File: config.mk
export PLATFORM = sky130hd
export DESIGN_NAME = fetch_flat
export DESIGN_NICKNAME = d
export VERILOG_FILES = /design/src/rtl/fetch_if.sv /design/src/rtl/fetch.sv /design/src/flat_wrapper.sv
export SDC_FILE = /design/constraint.sdc
export NUM_CORES = 1
export LEC_CHECK = 0
export CAP_MARGIN = 20
export CORE_MARGIN = 4
export CORE_UTILIZATION = 42
export CTS_CLUSTER_DIAMETER = 80
export DETAILED_ROUTE_END_ITERATION = 10
export PLACE_DENSITY = 0.81
export SYNTH_ARGS = -nofsm -noshare
export SYNTH_HDL_FRONTEND = slang
export SYNTH_SLANG_ARGS = --single-unit
File: constraint.sdc
create_clock -name clk -period 2.2 [get_ports clk]
set_input_delay 0.66 -clock clk [delete_from_list [all_inputs] [get_ports clk]]
set_output_delay 0.66 -clock clk [all_outputs]
set_load 0.02 [all_outputs]
File: src/rtl/fetch_if.sv
// rtl/fetch_if.sv - fetch stage bundle: imem request/response, redirect, decode backpressure, fetch group
interface fetch_if #(
    parameter int FETCH_WIDTH = 2,
    parameter int XLEN        = 32
) ();
    logic                              imem_req_valid;
    logic [XLEN-1:0]                   imem_req_addr;
    logic                              imem_req_ready;
    logic                              imem_resp_valid;
    logic [FETCH_WIDTH-1:0][XLEN-1:0]  imem_resp_instr;
    logic                              redirect_valid;
    logic [XLEN-1:0]                   redirect_pc;
    logic                              decode_stall;
    logic                              fetch_stall_req;
    logic [FETCH_WIDTH-1:0]            if_valid;
    logic [FETCH_WIDTH-1:0][XLEN-1:0]  if_pc;
    logic [FETCH_WIDTH-1:0][XLEN-1:0]  if_instr;

    modport master (
        output imem_req_valid, imem_req_addr,
        input  imem_req_ready, imem_resp_valid, imem_resp_instr,
        input  redirect_valid, redirect_pc,
        input  decode_stall, fetch_stall_req,
        output if_valid, if_pc, if_instr
    );

    modport slave (
        input  imem_req_valid, imem_req_addr,
        output imem_req_ready, imem_resp_valid, imem_resp_instr,
        output redirect_valid, redirect_pc,
        output decode_stall, fetch_stall_req,
        input  if_valid, if_pc, if_instr
    );
endinterface

File: src/rtl/fetch.sv
// rtl/fetch.sv - instruction fetch stage: aligned group requests, redirect/drop handling, decode output register
module fetch #(
    parameter int              FETCH_WIDTH = 2,
    parameter int              XLEN        = 32,
    parameter logic [XLEN-1:0] RESET_PC    = '0
) (
    input  logic    clk,
    input  logic    reset,
    fetch_if.master bus
);
    localparam int              OFF_W       = (FETCH_WIDTH > 1) ? $clog2(FETCH_WIDTH) : 1;
    localparam logic [XLEN-1:0] GROUP_BYTES = XLEN'(FETCH_WIDTH * 4);
    localparam logic [XLEN-1:0] ALIGN_MASK  = ~(GROUP_BYTES - XLEN'(1));

    typedef enum logic {S_REQ, S_WAIT} state_t;

    state_t                           state_q, state_d;
    logic [XLEN-1:0]                  pc_q, pc_d;
    logic                             drop_q, drop_d;
    logic [OFF_W-1:0]                 req_off_q, req_off_d;
    logic                             run_q;
    logic [FETCH_WIDTH-1:0]           vld_q, vld_d;
    logic [FETCH_WIDTH-1:0][XLEN-1:0] lpc_q, lpc_d;
    logic [FETCH_WIDTH-1:0][XLEN-1:0] linstr_q, linstr_d;

    logic             stall;
    logic             out_free;
    logic             req_valid;
    logic             req_fire;
    logic [XLEN-1:0]  pc_aligned;
    logic [OFF_W-1:0] pc_off;

    assign stall      = bus.decode_stall | bus.fetch_stall_req;
    // A new request may go out only if its response will find the output register free.
    assign out_free   = (vld_q == '0) || !stall;
    assign pc_aligned = pc_q & ALIGN_MASK;
    assign pc_off     = (FETCH_WIDTH > 1) ? pc_q[2 +: OFF_W] : '0;
    // run_q keeps the request quiet until the first edge after reset release.
    assign req_valid  = run_q && (state_q == S_REQ) && out_free;
    assign req_fire   = req_valid && bus.imem_req_ready;

    assign bus.imem_req_valid = req_valid;
    assign bus.imem_req_addr  = run_q ? pc_aligned : '0;
    assign bus.if_valid       = vld_q;
    assign bus.if_pc          = lpc_q;
    assign bus.if_instr       = linstr_q;

    // State, pc, drop flag and the decode output register.
    always_ff @(posedge clk or negedge reset) begin
        if (!reset) begin
            state_q   <= S_REQ;
            pc_q      <= RESET_PC;
            drop_q    <= 1'b0;
            req_off_q <= '0;
            run_q     <= 1'b0;
            vld_q     <= '0;
            lpc_q     <= '0;
            linstr_q  <= '0;
        end else begin
            state_q   <= state_d;
            pc_q      <= pc_d;
            drop_q    <= drop_d;
            req_off_q <= req_off_d;
            run_q     <= 1'b1;
            vld_q     <= vld_d;
            lpc_q     <= lpc_d;
            linstr_q  <= linstr_d;
        end
    end

    // Next state: redirect first, then request handshake or response load/discard.
    always_comb begin
        state_d   = state_q;
        pc_d      = pc_q;
        drop_d    = drop_q;
        req_off_d = req_off_q;
        vld_d     = vld_q;
        lpc_d     = lpc_q;
        linstr_d  = linstr_q;

        if ((vld_q != '0) && !stall) begin
            vld_d = '0;
        end

        if (bus.redirect_valid) begin
            pc_d  = bus.redirect_pc;
            vld_d = '0;
            if (state_q == S_WAIT) begin
                // A coincident response is the stale one itself, so nothing remains to drop.
                if (bus.imem_resp_valid) begin
                    state_d = S_REQ;
                    drop_d  = 1'b0;
                end else begin
                    drop_d  = 1'b1;
                end
            end else if (req_fire) begin
                // The request leaving now targets the old path; its response must be dropped.
                state_d = S_WAIT;
                drop_d  = 1'b1;
            end
        end else begin
            case (state_q)
                S_REQ: begin
                    if (req_fire) begin
                        state_d   = S_WAIT;
                        req_off_d = pc_off;
                    end
                end
                S_WAIT: begin
                    if (bus.imem_resp_valid) begin
                        state_d = S_REQ;
                        if (drop_q) begin
                            drop_d = 1'b0;
                        end else begin
                            for (int i = 0; i < FETCH_WIDTH; i++) begin
                                vld_d[i]    = (OFF_W'(i) >= req_off_q);
                                lpc_d[i]    = pc_aligned + XLEN'(4 * i);
                                linstr_d[i] = bus.imem_resp_instr[i];
                            end
                            pc_d = pc_aligned + GROUP_BYTES;
                        end
                    end
                end
                default: ;
            endcase
        end
    end
endmodule

File: src/flat_wrapper.sv
// flat-port wrapper written by rule: the top's interface ports become plain ports
module fetch_flat 
#(
    parameter int              FETCH_WIDTH = 2,
    parameter int              XLEN        = 32,
    parameter logic [XLEN-1:0] RESET_PC    = '0
)
  (clk, reset, bus_imem_req_valid, bus_imem_req_addr, bus_imem_req_ready, bus_imem_resp_valid, bus_imem_resp_instr, bus_redirect_valid, bus_redirect_pc, bus_decode_stall, bus_fetch_stall_req, bus_if_valid, bus_if_pc, bus_if_instr);
  fetch_if #(.FETCH_WIDTH(FETCH_WIDTH), .XLEN(XLEN)) bus_i ();
  input  logic clk;
  input  logic reset;
  output wire logic [$bits(bus_i.imem_req_valid)-1:0] bus_imem_req_valid;
  output wire logic [$bits(bus_i.imem_req_addr)-1:0] bus_imem_req_addr;
  input wire logic [$bits(bus_i.imem_req_ready)-1:0] bus_imem_req_ready;
  input wire logic [$bits(bus_i.imem_resp_valid)-1:0] bus_imem_resp_valid;
  input wire logic [$bits(bus_i.imem_resp_instr)-1:0] bus_imem_resp_instr;
  input wire logic [$bits(bus_i.redirect_valid)-1:0] bus_redirect_valid;
  input wire logic [$bits(bus_i.redirect_pc)-1:0] bus_redirect_pc;
  input wire logic [$bits(bus_i.decode_stall)-1:0] bus_decode_stall;
  input wire logic [$bits(bus_i.fetch_stall_req)-1:0] bus_fetch_stall_req;
  output wire logic [$bits(bus_i.if_valid)-1:0] bus_if_valid;
  output wire logic [$bits(bus_i.if_pc)-1:0] bus_if_pc;
  output wire logic [$bits(bus_i.if_instr)-1:0] bus_if_instr;
  assign bus_imem_req_valid = bus_i.imem_req_valid;
  assign bus_imem_req_addr = bus_i.imem_req_addr;
  assign bus_i.imem_req_ready = bus_imem_req_ready;
  assign bus_i.imem_resp_valid = bus_imem_resp_valid;
  assign bus_i.imem_resp_instr = bus_imem_resp_instr;
  assign bus_i.redirect_valid = bus_redirect_valid;
  assign bus_i.redirect_pc = bus_redirect_pc;
  assign bus_i.decode_stall = bus_decode_stall;
  assign bus_i.fetch_stall_req = bus_fetch_stall_req;
  assign bus_if_valid = bus_i.if_valid;
  assign bus_if_pc = bus_i.if_pc;
  assign bus_if_instr = bus_i.if_instr;
  fetch #(.FETCH_WIDTH(FETCH_WIDTH), .XLEN(XLEN), .RESET_PC(RESET_PC)) u_core (.clk(clk), .reset(reset), .bus(bus_i));
endmodule
==> out/metrics.cfg, run 1 <==
[worst_hold_path]
hold_path.class=primary input to asynchronous set/reset pin

[sta]
fmax_ghz=0.465
finalCritPeriodShare_pct=97.8
worst_hold_slack_ns=0.180
finalHoldViolCount=0
fin_crit_ns=2.15
skew_ns=0.00895
finalSetupViolCount=0
setup_tns_ns=0
drv_slew=0
grt_setup_unrepaired=no
setup_slack_ns=0.0475

[floorplan]
die-area_sq_um=16200
die_w_microns=127
ios=266
start_util_pct=42.9
coreArea_sq_um=13900
die_y_microns=127
rows=43

[route]
ant_nets=0
wl_microns=16600
drt_pre_antenna_iters=4
vias_per_cell=5.09
drc=0
drtIter0Drc=201
avgRoutedWirePerCell_microns=17.7
num_vias=4777

[layout]
layout.nets=850
drive_above_1_share_pct=22.5
stdcell_count=939
antenna_cells=0
finalCoreUtilization_pct=67.1
area_delta_synth_final_pct=56.2

[critical_path]
critPathCaptureType=output pin
cpLargestDelayFamily=buffers and inverters
slowest_stage=clkdlybuf4s50_1
slowest_delay_ns=0.59
reg2reg_slack_ns=0.16
arrival_ns=1.49
worstSetupStartpointType=flop
reg2regPathDepth=5
reg2reg_from=u_core.pc_q[3]
r2r-end=u_core.pc_q[31]
cp_cell_sequence=buf_4, clkdlybuf4s50_1
cp.required_ns=1.54
critPathBufInv=2
crit_fanout=2
crit_type=flop to output pin

[placement]
hpwl_microns=12500
port_buffers=255
placedCellCount=907
pre_cts_slack_ns=-0.649
globalplace.congestion=0.852

[cts]
insertion_delay_ns=0.42
cts_setup_buffers=0
tritoncts=yes
path_clk_slew_ns=0.06
cts_root_buf=clkbuf_16
cts_buffers=17
ctsHoldBuffers=0
htreeDepth=4
cts_resized=38
cts_buffer_depth=2
clkSinkCount=130

[grt]
grt_usage_pct=21.3
grt_max_degree=46
grt.busiest_layer=met2
overflow=0
grt_pass1_wl_microns=27100
met2_usage_pct=37.0
first_global_vias=5151
met1_usage_pct=25.1
grt_util_met3_pct=6.56
antenna_found_initial=0

[logic_synthesis]
yosys_warnings=0
yosysUniqueCellTypes=42
syn_area_per_cell_sq_um=12.1
netlist_instances=494
syn_area_sq_um=5960
synth-seq-area-share_pct=54.6
ys_ff_latch=130

[run_status]
status=finished, final reports clean

[pwr]
p_per_area_nw_per_um2=1300
p_leak_uw=0.00391
ir_worst_vdd_mv=0.921

[job]
max_cap_viol_count=0

==> layout make-up <==
cell class                      count  area, sq um
Clock buffer                       20          457
Clock inverter                     12          156
Fill cell                        1023         4570
Inverter                            5         18.8
Multi-Input combinational cell    302         2310
Sequential cell                   130         3250
Tap cell                          180          225
Timing Repair Buffer              290         2880
==> state kept, by name (all words and copies together), names as in the netlist <==
register,flops
u_core.bus.if_pc,30
u_core.state_q,1
u_core.pc_q,30
u_core.bus.if_valid,2
u_core.drop_q,1
u_core.req_off_q,1
u_core.bus.if_instr,64
u_core.run_q,1
==> layer usage <==
layer	up-vias	share of wire, %
li1	2226	-
met5	-	0
met1	2353	39
met4	0	1.6
met3	23	7.0
met2	175	53
==> worst max path at each step <==
stage | startpoint | slack (ns) | cells after the start | end
finish | u_core.bus.if_valid[1] | 0.05 | 2 | bus_if_valid[1]
global route | u_core.run_q | 0.00005 | 3 | bus_imem_req_addr[19]
CTS | u_core.bus.if_valid[1] | 0.03 | 2 | bus_if_valid[1]
detailed placement | bus_fetch_stall_req | -0.65 | 4 | bus_imem_req_valid
global placement | bus_fetch_stall_req | -0.65 | 4 | bus_imem_req_valid
floorplan | bus_imem_resp_valid | 0.28 | 5 | u_core.bus.if_instr[0]
==> placed cells by master (no fill, tap or decap), types with 3 or more instances in the layout <==
| cell type | netlist | final |
|---|---|---|
| a21oi_1 | 5 | 5 |
| a31oi_1 | 15 | 15 |
| and2_1 | 30 | 30 |
| and3_1 | 5 | 5 |
| and4_1 | 3 | 3 |
| buf_12 | 0 | 7 |
| buf_4 | 39 | 29 |
| bufinv_16 | 0 | 3 |
| clkbuf_16 | 0 | 17 |
| clkdlybuf4s15_1 | 0 | 18 |
| clkdlybuf4s50_1 | 0 | 221 |
| clkinv_2 | 0 | 3 |
| clkinv_4 | 0 | 4 |
| conb_1 | 2 | 9 |
| dfrtp_1 | 130 | 130 |
| dlygate4sd2_1 | 0 | 14 |
| inv_1 | 4 | 4 |
| mux2_2 | 94 | 94 |
| nand2_1 | 29 | 29 |
| nand3_1 | 10 | 9 |
| nand4_1 | 9 | 9 |
| nor2_1 | 16 | 15 |
| nor3_1 | 3 | 3 |
| o211ai_1 | 3 | 3 |
| o21ai_0 | 17 | 17 |
| o31ai_1 | 11 | 11 |
| or3_1 | 3 | 3 |
| or4_1 | 13 | 13 |
| xnor2_1 | 4 | 4 |
| xor2_1 | 5 | 5 |
==> where the power goes <==
part	total [uW]	internal [uW]	switching, uW
combinational	5300	2810	2490
sequential	3930	3320	616
clock	2870	1840	1030
total	12100	7970	4130
==> worst reg2reg max path, cell delays in order, from the launching register on <==
cell	delay, ns
dfrtp_1	0.45
ha_1	0.25
and4_1	0.34
nand4_1	0.22
or4_1	0.51
a31oi_1	0.17
==> stage by stage <==
step	cell area [sq um]	total power [uW]
after global placement	8700	9170
after CTS	9280	12200
final	9310	12100
after global routing	9310	12700
after detailed placement	8700	9330
after floorplan	5980	6700
==> cell families (layout without fill, tap and decap cells) <==
family | Yosys count | after routing | synth area share (%)
fa+ha+maj | 1 | 1 | 0.210
flops | 130 | 130 | 54.6
mux | 95 | 95 | 17.9
buf+inv | 69 | 327 | 7.31
other cells | 2 | 9 | 0.126
compound gates | 55 | 55 | 5.73
simple gates | 133 | 133 | 12.8
xor+xnor | 9 | 9 | 1.32
==> Yosys cell counts (all sizes together) <==
master | number | share of area [%]
dfrtp | 130 | 55
mux2 | 94 | 18
buf | 52 | 6.2
and2 | 30 | 3.1
nand2 | 29 | 1.8
o21ai | 17 | 1.4
nor2 | 16 | 1.0
a31oi | 15 | 1.6
or4 | 13 | 1.6
clkbuf | 12 | 0.78
nand4 | 11 | 1.5
o31ai | 11 | 1.4
nand3 | 10 | 0.84
and3 | 7 | 0.78
a21oi | 5 | 0.42
xor2 | 5 | 0.73
inv | 4 | 0.25
xnor2 | 4 | 0.59
and4 | 3 | 0.44
nor3 | 3 | 0.25
o211ai | 3 | 0.38
or3 | 3 | 0.32
a211o | 2 | 0.29
conb | 2 | 0.13
nor4 | 2 | 0.21
a31o | 1 | 0.15
and3b | 1 | 0.15
and4b | 1 | 0.17
clkinv | 1 | 0.063
ha | 1 | 0.21
mux2i | 1 | 0.17
nand2b | 1 | 0.11
nand3b | 1 | 0.13
nor4b | 1 | 0.15
o22ai | 1 | 0.11
or2 | 1 | 0.11
Power figures use the tool's default switching activity.
==> run 2: changes to the inputs <==
Settings changed: PLACE_DENSITY 0.81 to 0.86.
==> out/metrics.cfg, run 2 (synthesis gave the netlist of run 1 again) <==
[run_status]
status=finished, final reports clean

[pwr]
ir_worst_vdd_mv=0.704
p_total_uw=11900
p_per_area_nw_per_um2=1290
p_leak_uw=0.00390

[grt]
grt_pass1_wl_microns=26000
met1_usage_pct=23.3
met2_usage_pct=35.4
first_global_vias=5126
grt_max_degree=59
grt_util_met3_pct=6.52
grt.busiest_layer=met2
antenna_found_initial=0
overflow=0
grt_usage_pct=20.3

[critical_path]
arrival_ns=1.50
crit_type=primary input to output pin
cp.required_ns=1.54
crit_fanout=2
worstSetupStartpointType=primary input
critPathCaptureType=output pin

[cts]
cts_buffer_depth=2
cts_root_buf=clkbuf_16
insertion_delay_ns=0.41
path_clk_slew_ns=0.05
htreeDepth=4
clkSinkCount=130
cts_buffers=17
ctsHoldBuffers=0
tritoncts=yes

[sta]
drv_slew=0
finalCritPeriodShare_pct=98.1
finalHoldViolCount=0
worst_hold_slack_ns=0.118
grt_setup_unrepaired=no
skew_ns=0.0109
fin_crit_ns=2.16
finalSetupViolCount=0
fmax_ghz=0.463
setup_tns_ns=0

[placement]
port_buffers=255
hpwl_microns=12300
placedCellCount=902
globalplace.congestion=0.830

[layout]
layout.nets=846
antenna_cells=0
finalCoreUtilization_pct=66.1
stdcell_count=933
final_cell_mix=clkdlybuf4s50_1, dfrtp_1, mux2_2
final_common_cell=clkdlybuf4s50_1
largest_reg_flops=64
area_delta_synth_final_pct=54.1
drive_above_1_share_pct=22.4

[route]
drt_pre_antenna_iters=4
vias_per_cell=5.13
num_vias=4783
ant_nets=0
avgRoutedWirePerCell_microns=17.3
wl_microns=16200
drc=0
drtIter0Drc=247

[floorplan]
die_w_microns=127
coreArea_sq_um=13900
rows=43
die-area_sq_um=16200
ios=266
die_y_microns=127
start_util_pct=42.9

[worst_hold_path]
hold_path.class=primary input to asynchronous set/reset pin

[job]
max_cap_viol_count=0

[run 2: cell types whose count changed in the layout (fill, tap and decap cells not counted), moves of 2 or more]
cell	delta
buf_12	-2
buf_4	-4
buf_6	+2
clkbuf_2	+3
clkdlybuf4s15_1	-18
clkinv_2	+2
clkinv_4	-4
clkinvlp_4	+3
dlygate4sd2_1	+14
[run 2: through the flow]
stage | area [sq um] | setup slack [ns]
after floorplan | 5980 | 0.285
after global placement | 8640 | -0.750
after detailed placement | 8640 | -0.730
after CTS | 9170 | 0.00423
after global routing | 9180 | 0.00970
final | 9180 | 0.0424
[run 2: path summary, 6_finish.rpt]
check,start,to,slack (ns),cells after the start
min,reset,u_core.bus.if_pc[12],0.12,1
max reg2reg,u_core.pc_q[4],u_core.pc_q[31],0.17,5
max,bus_decode_stall,bus_imem_req_valid,0.04,5
min in group clk,u_core.bus.if_pc[34],u_core.bus.if_pc[34],0.46,1
max in group asynchronous,reset,u_core.bus.if_instr[56],1.50,2
min reg2reg,u_core.bus.if_pc[34],u_core.bus.if_pc[34],0.46,1
[run 2: layout make-up]
class | instances | area (sq um)
clock buffers | 19 | 443
inverters | 5 | 18.8
clock inverters | 11 | 115
fillers | 1049 | 4700
multi-input cells | 302 | 2320
well taps | 180 | 225
flip-flops and latches | 130 | 3250
repair buffers | 286 | 2810
[run 2: critical path: stages]
cell and delay (ns):
dlygate4sd2_1 0.26, o22ai_2 0.13, buf_4 0.14, and3_4 0.19, buf_6 0.11
[run 2: timing repair]
item                                   in CTS  in global routing
endpoints found under the hold margin       0                  0
pin swaps                                   0                  1
resized for setup                          38                 10
setup buffers                               0                  1
setup endpoints to repair                  30                 18
[run 2: routing by layer]
layer,part of all wire (%),vias up
met5,0,-
met4,2.9,0
met3,7.5,33
met2,52,194
met1,37,2346
li1,-,2210
[run 2: power breakdown]
part           leakage, uW  internal, uW  switching [uW]
registers          0.00156          3320             608
clock network     0.000266          1670             983
logic              0.00206          2800            2480
